$ cat config.mk
export PLATFORM = sky130hd
export DESIGN_NAME = pulse_train_gen
export DESIGN_NICKNAME = d
export VERILOG_FILES = /design/src/rtl/pulse_train_gen.sv
export SDC_FILE = /design/constraint.sdc
export NUM_CORES = 2
export LEC_CHECK = 0
export CORE_MARGIN = 10
export CORE_UTILIZATION = 55
export DETAILED_ROUTE_END_ITERATION = 8
export DONT_BUFFER_PORTS = 1
export GPL_ROUTABILITY_DRIVEN = 1
export PLACE_DENSITY = 0.71
export SLEW_MARGIN = 15
export SYNTH_ARGS = -nofsm -noshare
export SYNTH_HDL_FRONTEND = slang
export SYNTH_SLANG_ARGS = --single-unit
$ cat constraint.sdc
create_clock -name clk -period 30.3 [get_ports clk]
set_input_delay 1.515 -clock clk [delete_from_list [all_inputs] [get_ports clk]]
set_output_delay 1.515 -clock clk [all_outputs]
set_load 0.01 [all_outputs]
$ cat src/rtl/pulse_train_gen.sv
// pulse_train_gen
// Multi-channel pulse-train generator. Each channel turns a start strobe into
// a train of pulses with programmable initial delay, high width, period and
// pulse count (count 0 = continuous until stopped). All channels share one
// clock and are otherwise fully independent.
//
// Ports
//   clk         clock
//   rst         asynchronous active-high reset, clears all state
//   start_evt   per-channel start strobe
//   stop_evt    per-channel abort strobe (wins over start)
//   cfg_delay   per-channel cycles from start to first rising edge
//   cfg_width   per-channel high time (0 behaves as 1)
//   cfg_period  per-channel rising-to-rising time (<= width gives 1-cycle gap)
//   cfg_count   per-channel pulses per train (0 = continuous)
//   pulse_out   registered pulse outputs
//   busy        channel is not idle
//   done        one-cycle strobe after the last high cycle of a finite train
module pulse_train_gen #(
    parameter int CH_NUM = 4,
    parameter int CNT_W  = 32,
    parameter int NUM_W  = 16,
    parameter int RETRIG = 0
) (
    input  logic                      clk,
    input  logic                      rst,
    input  logic [CH_NUM-1:0]         start_evt,
    input  logic [CH_NUM-1:0]         stop_evt,
    input  logic [CH_NUM*CNT_W-1:0]   cfg_delay,
    input  logic [CH_NUM*CNT_W-1:0]   cfg_width,
    input  logic [CH_NUM*CNT_W-1:0]   cfg_period,
    input  logic [CH_NUM*NUM_W-1:0]   cfg_count,
    output logic [CH_NUM-1:0]         pulse_out,
    output logic [CH_NUM-1:0]         busy,
    output logic [CH_NUM-1:0]         done
);

    typedef enum logic [1:0] {
        IDLE,
        DELAY,
        HIGH,
        LOW
    } state_t;

    localparam bit RETRIG_EN = (RETRIG != 0);

    for (genvar g = 0; g < CH_NUM; g++) begin : g_ch
        state_t             state, state_nxt;
        logic [CNT_W-1:0]   cnt, cnt_nxt;
        logic [NUM_W-1:0]   pcnt, pcnt_nxt;
        logic               done_nxt;
        logic               load;

        // Shadow configuration, stored pre-decremented so that every phase
        // ends on an equality compare and the full CNT_W range is usable.
        logic [CNT_W-1:0]   sh_dm1, sh_wm1, sh_lm1;
        logic [NUM_W-1:0]   sh_nm1;
        logic               sh_cont;

        logic [CNT_W-1:0]   c_d, c_w, c_p, w_eff, low_m1;
        logic [NUM_W-1:0]   c_n;

        logic               pulse_q, busy_q, done_q;

        assign c_d   = cfg_delay [g*CNT_W +: CNT_W];
        assign c_w   = cfg_width [g*CNT_W +: CNT_W];
        assign c_p   = cfg_period[g*CNT_W +: CNT_W];
        assign c_n   = cfg_count [g*NUM_W +: NUM_W];
        assign w_eff = (c_w == '0) ? CNT_W'(1) : c_w;
        // Low time minus one: period-width when period exceeds width, else 1.
        assign low_m1 = (c_p > w_eff) ? (c_p - w_eff - CNT_W'(1)) : '0;

        always_comb begin
            state_nxt = state;
            cnt_nxt   = cnt;
            pcnt_nxt  = pcnt;
            done_nxt  = 1'b0;
            load      = 1'b0;
            if (stop_evt[g]) begin
                state_nxt = IDLE;
                cnt_nxt   = '0;
                pcnt_nxt  = '0;
            end else if (start_evt[g] && (state == IDLE || RETRIG_EN)) begin
                load      = 1'b1;
                cnt_nxt   = '0;
                pcnt_nxt  = '0;
                state_nxt = (c_d != '0) ? DELAY : HIGH;
            end else begin
                case (state)
                    DELAY: begin
                        if (cnt == sh_dm1) begin
                            state_nxt = HIGH;
                            cnt_nxt   = '0;
                        end else begin
                            cnt_nxt = cnt + CNT_W'(1);
                        end
                    end
                    HIGH: begin
                        if (cnt == sh_wm1) begin
                            cnt_nxt = '0;
                            if (!sh_cont && pcnt == sh_nm1) begin
                                state_nxt = IDLE;
                                pcnt_nxt  = '0;
                                done_nxt  = 1'b1;
                            end else begin
                                state_nxt = LOW;
                                // Saturates in continuous mode; never compared there.
                                if (pcnt != '1) pcnt_nxt = pcnt + NUM_W'(1);
                            end
                        end else begin
                            cnt_nxt = cnt + CNT_W'(1);
                        end
                    end
                    LOW: begin
                        if (cnt == sh_lm1) begin
                            state_nxt = HIGH;
                            cnt_nxt   = '0;
                        end else begin
                            cnt_nxt = cnt + CNT_W'(1);
                        end
                    end
                    default: begin
                        state_nxt = IDLE;
                    end
                endcase
            end
        end

        always_ff @(posedge clk or posedge rst) begin
            if (rst) begin
                state   <= IDLE;
                cnt     <= '0;
                pcnt    <= '0;
                sh_dm1  <= '0;
                sh_wm1  <= '0;
                sh_lm1  <= '0;
                sh_nm1  <= '0;
                sh_cont <= 1'b0;
                pulse_q <= 1'b0;
                busy_q  <= 1'b0;
                done_q  <= 1'b0;
            end else begin
                state <= state_nxt;
                cnt   <= cnt_nxt;
                pcnt  <= pcnt_nxt;
                if (load) begin
                    sh_dm1  <= c_d - CNT_W'(1);
                    sh_wm1  <= w_eff - CNT_W'(1);
                    sh_lm1  <= low_m1;
                    sh_nm1  <= c_n - NUM_W'(1);
                    sh_cont <= (c_n == '0);
                end
                // Outputs are registered copies of the next state so they
                // line up exactly with the state they describe.
                pulse_q <= (state_nxt == HIGH);
                busy_q  <= (state_nxt != IDLE);
                done_q  <= done_nxt;
            end
        end

        assign pulse_out[g] = pulse_q;
        assign busy[g]      = busy_q;
        assign done[g]      = done_q;
    end

endmodule

==> summary.txt <==
Run status
  • Outcome: finished, final reports clean

Worst setup path
  • Register-to-register setup slack: between 20000 and 30000 ps
  • Cell breakdown of the critical path: or4_1, nor3_1, nand3_1, or3_1, nor2_1, or2_1, inv_1, ha_1, a211oi_1, o21bai_1, o211a_1, o21ai_1, a41oi_1, o41ai_1, a2111oi_0, or3_1, a32o_1
  • Slowest CP cell: o41ai_1
  • RR Endpoint: g_ch[0].pcnt[9]
  • Worst EP required: 30810 ps
  • Critical path launch point type: input pin
  • CP Class: input pin to flip-flop
  • CP arrival: 6390 ps
  • Slowest cell delay on critical path: ~560 ps
  • Crit. Startpoint: cfg_width[116]
  • Crit. End Element: flip-flop
  • Crit Reg-Reg Startpoint: g_ch[0].cnt[4]
  • Crit-path most repeated cell: or3_1
  • R2r worst-path depth: 8
  • Worst-path fanout max: 5

Hold path
  • Hold Crit Start: g_ch[0].sh_cont
  • Hold depth: 2
  • WHS Endpoint: g_ch[0].sh_cont
  • Worst Hold Class: flip-flop to flip-flop

Synthesis
  • Async set-reset flop share out of synthesis: 100.0%
  • Post-Syn Area per Cell: 8.519 µm²
  • Ys flop type: dfrtp_1
  • Synth Area in Simple Gates: 19.79%
  • Main combinational cell family by area after synthesis: simple AND/OR/NAND/NOR gates
  • Seq cells post-synth: 664
  • Register area share after synthesis: between 30% and 40%
  • Yosys Warn Count: 0
  • Syn Std Cell Area: 0.04441 mm²
  • Adder-cell area share of the yosys netlist: 4.632%
  • Post-Syn Nets: 5833
  • Post-synthesis xor/xnor area fraction: 18.14%
  • Synth Area in Compound Gates: roughly 15%
  • Mux share of post-synthesis cell area: 0.1211%
  • Cells after synthesis: 5213
  • Number of flops mapped to enable cells by yosys: 0
  • Distinct cells, synth: 76

Timing
  • Tcrit/Tclk final: 19.40%
  • Final setup fails: 0
  • RSZ-0062 raised after global routing: false
  • Final Hold Viols: 0
  • Min Clock Period, post-route: 5877 ps
  • Max transition margin: a little under a fifth
  • Worst hold slack: 491.0 ps
  • Fmax: 170.2 MHz
  • Max Slew Vio Count: 0
  • Worst-Margin Slew: 1206 ps
  • Clk_skew: between 20 and 30 ps
  • Setup tns final: 0 ps

Clocking
  • Clk sinks: 664
  • Num CTS Buffers: 76
  • Post_cts resized: 0
  • CTS Hold Bufs: 0
  • Clock latency on the worst-skew pair: 630 ps
  • Setup bufs post-CTS: 0
  • Worst-path clk slew: 60 ps
  • CTS H-Tree Depth: 3
  • CTS Buffer Depth: 3
  • Clock Tree Root: clkbuf_16
  • TritonCTS clock tree: built

Place
  • Port bufs: 0
  • Post-Place Cell Area: 0.04484 mm²
  • Gpl congestion: 0.9572
  • DPL Wire Length: about 100 mm

Routing
  • DR vias: 37007
  • Initial DRC Count: 3374
  • Drt wl/cell: 21.31 µm
  • Avg Vias per Cell: about 6.0
  • DRC: 0
  • Final ANT Viol Nets: 0
  • WL final: 130.9 mm
  • Drt first pass iters: 5

GRT
  • Vias in the first global route: 35715
  • Gr ovfl total: 0
  • Initial antenna violation count: 15
  • Largest net degree at the start of global routing: 179
  • Global Route Usage Sum: between 20% and 30%
  • First-pass GRT wire length: 204.5 mm

Run
  • Max capacitance violation total: 0

Cells and area
  • Fin nets: between 5000 and 6000
  • Area Growth Syn to Fin: 6.854%
  • Fillers: 7180
  • Most common cell after layout, fill and taps aside: dfrtp_1
  • Layout cell share with drive strength beyond 1: 3.902%
  • Post-layout util: 59.11%
  • Final Cell Area: about 0.047 mm²
  • Commonest cells after routing, fill and taps aside: dfrtp_1 (664), nand2_1 (634), xnor2_1 (617)

Die
  • I/O Pins: 470
  • Die Y: 304.2 µm
  • Die width: 304.2 µm
  • Core box area: roughly 0.080 mm²
  • Starting Density: between 50% and 60%
  • Row count: 104
  • Die Area: 0.09251 mm²

Pwr
  • PwrDens: about 54 mW/mm²
  • Overall power: 2.567 mW
  • Leakage power: 20.05 nW
  • Peak VDD IR: ~0.045 mV
==> critical path: cells and delay by family <==
kind	cells	cell delay (ps)
compound gates	8	2140
buf+inv	1	80
fa+ha+maj	1	220
simple gates	7	2430
==> through the flow <==
step | setup WS, ps | std cells
after detailed placement | 23910 | 5995
after global routing | 24050 | 6142
after floorplan | 10180 | 5213
after CTS | 24560 | 6134
after global placement | 24050 | 5995
final | 24420 | 6144
==> per-layer routing <==
| metal | GRT usage, % | vias up | routed length [µm] |
|---|---|---|---|
| met3 | 7.839 | 242 | 13140 |
| li1 | - | 17644 | - |
| met1 | 36.56 | 17702 | 55100 |
| met5 | 0.8448 | - | 168 |
| met4 | 10.21 | 12 | 4661 |
| met2 | 41.60 | 1407 | 57870 |
==> cells by family after synthesis <==
logic type	count (synthesis)
simple gates	1822
buf+inv	535
xor+xnor	920
fa+ha+maj	162
flops	664
mux	5
compound gates	1105
==> cell type report <==
class	count	area [µm²]	share of cell area, %
clock buffers	105	2235	4.709
flip-flops and latches	664	16620	35.01
multi-input cells	4014	25810	54.40
diodes	10	25.02	0.05273
inverters	234	885.9	1.867
clock inverters	34	356.6	0.7514
repair buffers	23	197.7	0.4166
well taps	1060	1326	2.795
==> how the worst max path moves through the flow <==
| stage | endpoint | slack [ps] | cells after the start |
|---|---|---|---|
| detailed placement | g_ch[3].sh_lm1[31] | 23910 | 17 |
| floorplan | g_ch[0].busy_q | 10180 | 1 |
| global route | g_ch[3].sh_lm1[31] | 24050 | 17 |
| CTS | g_ch[3].sh_lm1[31] | 24560 | 17 |
| global placement | g_ch[3].sh_lm1[31] | 24050 | 17 |
| finish | g_ch[3].sh_lm1[31] | 24420 | 17 |
==> sequential cells by signal (all words and copies together), names as in the netlist <==
signal and flops:
g_ch.busy_q 4, g_ch.cnt 128, g_ch.done_q 4, g_ch.pcnt 64, g_ch.pulse_q 4, g_ch.sh_cont 4, g_ch.sh_dm1 128, g_ch.sh_lm1 128
g_ch.sh_nm1 64, g_ch.sh_wm1 128, g_ch.state 8
==> synthesized netlist by cell type, types with 34 or more instances <==
library cell	number	area share, %
ha_1	158	4.5
nand3_1	109	1.2
xor2_1	303	6.0
nor2_1	363	3.1
clkbuf_1	280	2.4
inv_1	232	2.0
a21o_1	77	1.3
nor3_1	127	1.4
dfrtp_1	664	37
nor4_1	129	1.8
o31ai_1	46	0.78
xnor2_1	617	12
o21ai_1	173	1.9
or3_1	51	0.72
o21ai_0	360	4.1
a22o_1	93	1.8
a31oi_1	34	0.48
and3_1	42	0.59
nand4_1	166	2.3
nand2_1	634	5.4
nand2b_1	48	0.68
a21oi_1	153	1.7
nor2b_1	38	0.54
==> power breakdown <==
group / leakage, nW / internal (mW) / switching [mW] / total (mW)
clock network: 1.27 / 0.562 / 0.391 / 0.953
logic: 10.1 / 0.223 / 0.278 / 0.501
registers: 8.64 / 1.00 / 0.109 / 1.11
total: 20.0 / 1.79 / 0.778 / 2.57
Power figures use the tool's default switching activity.
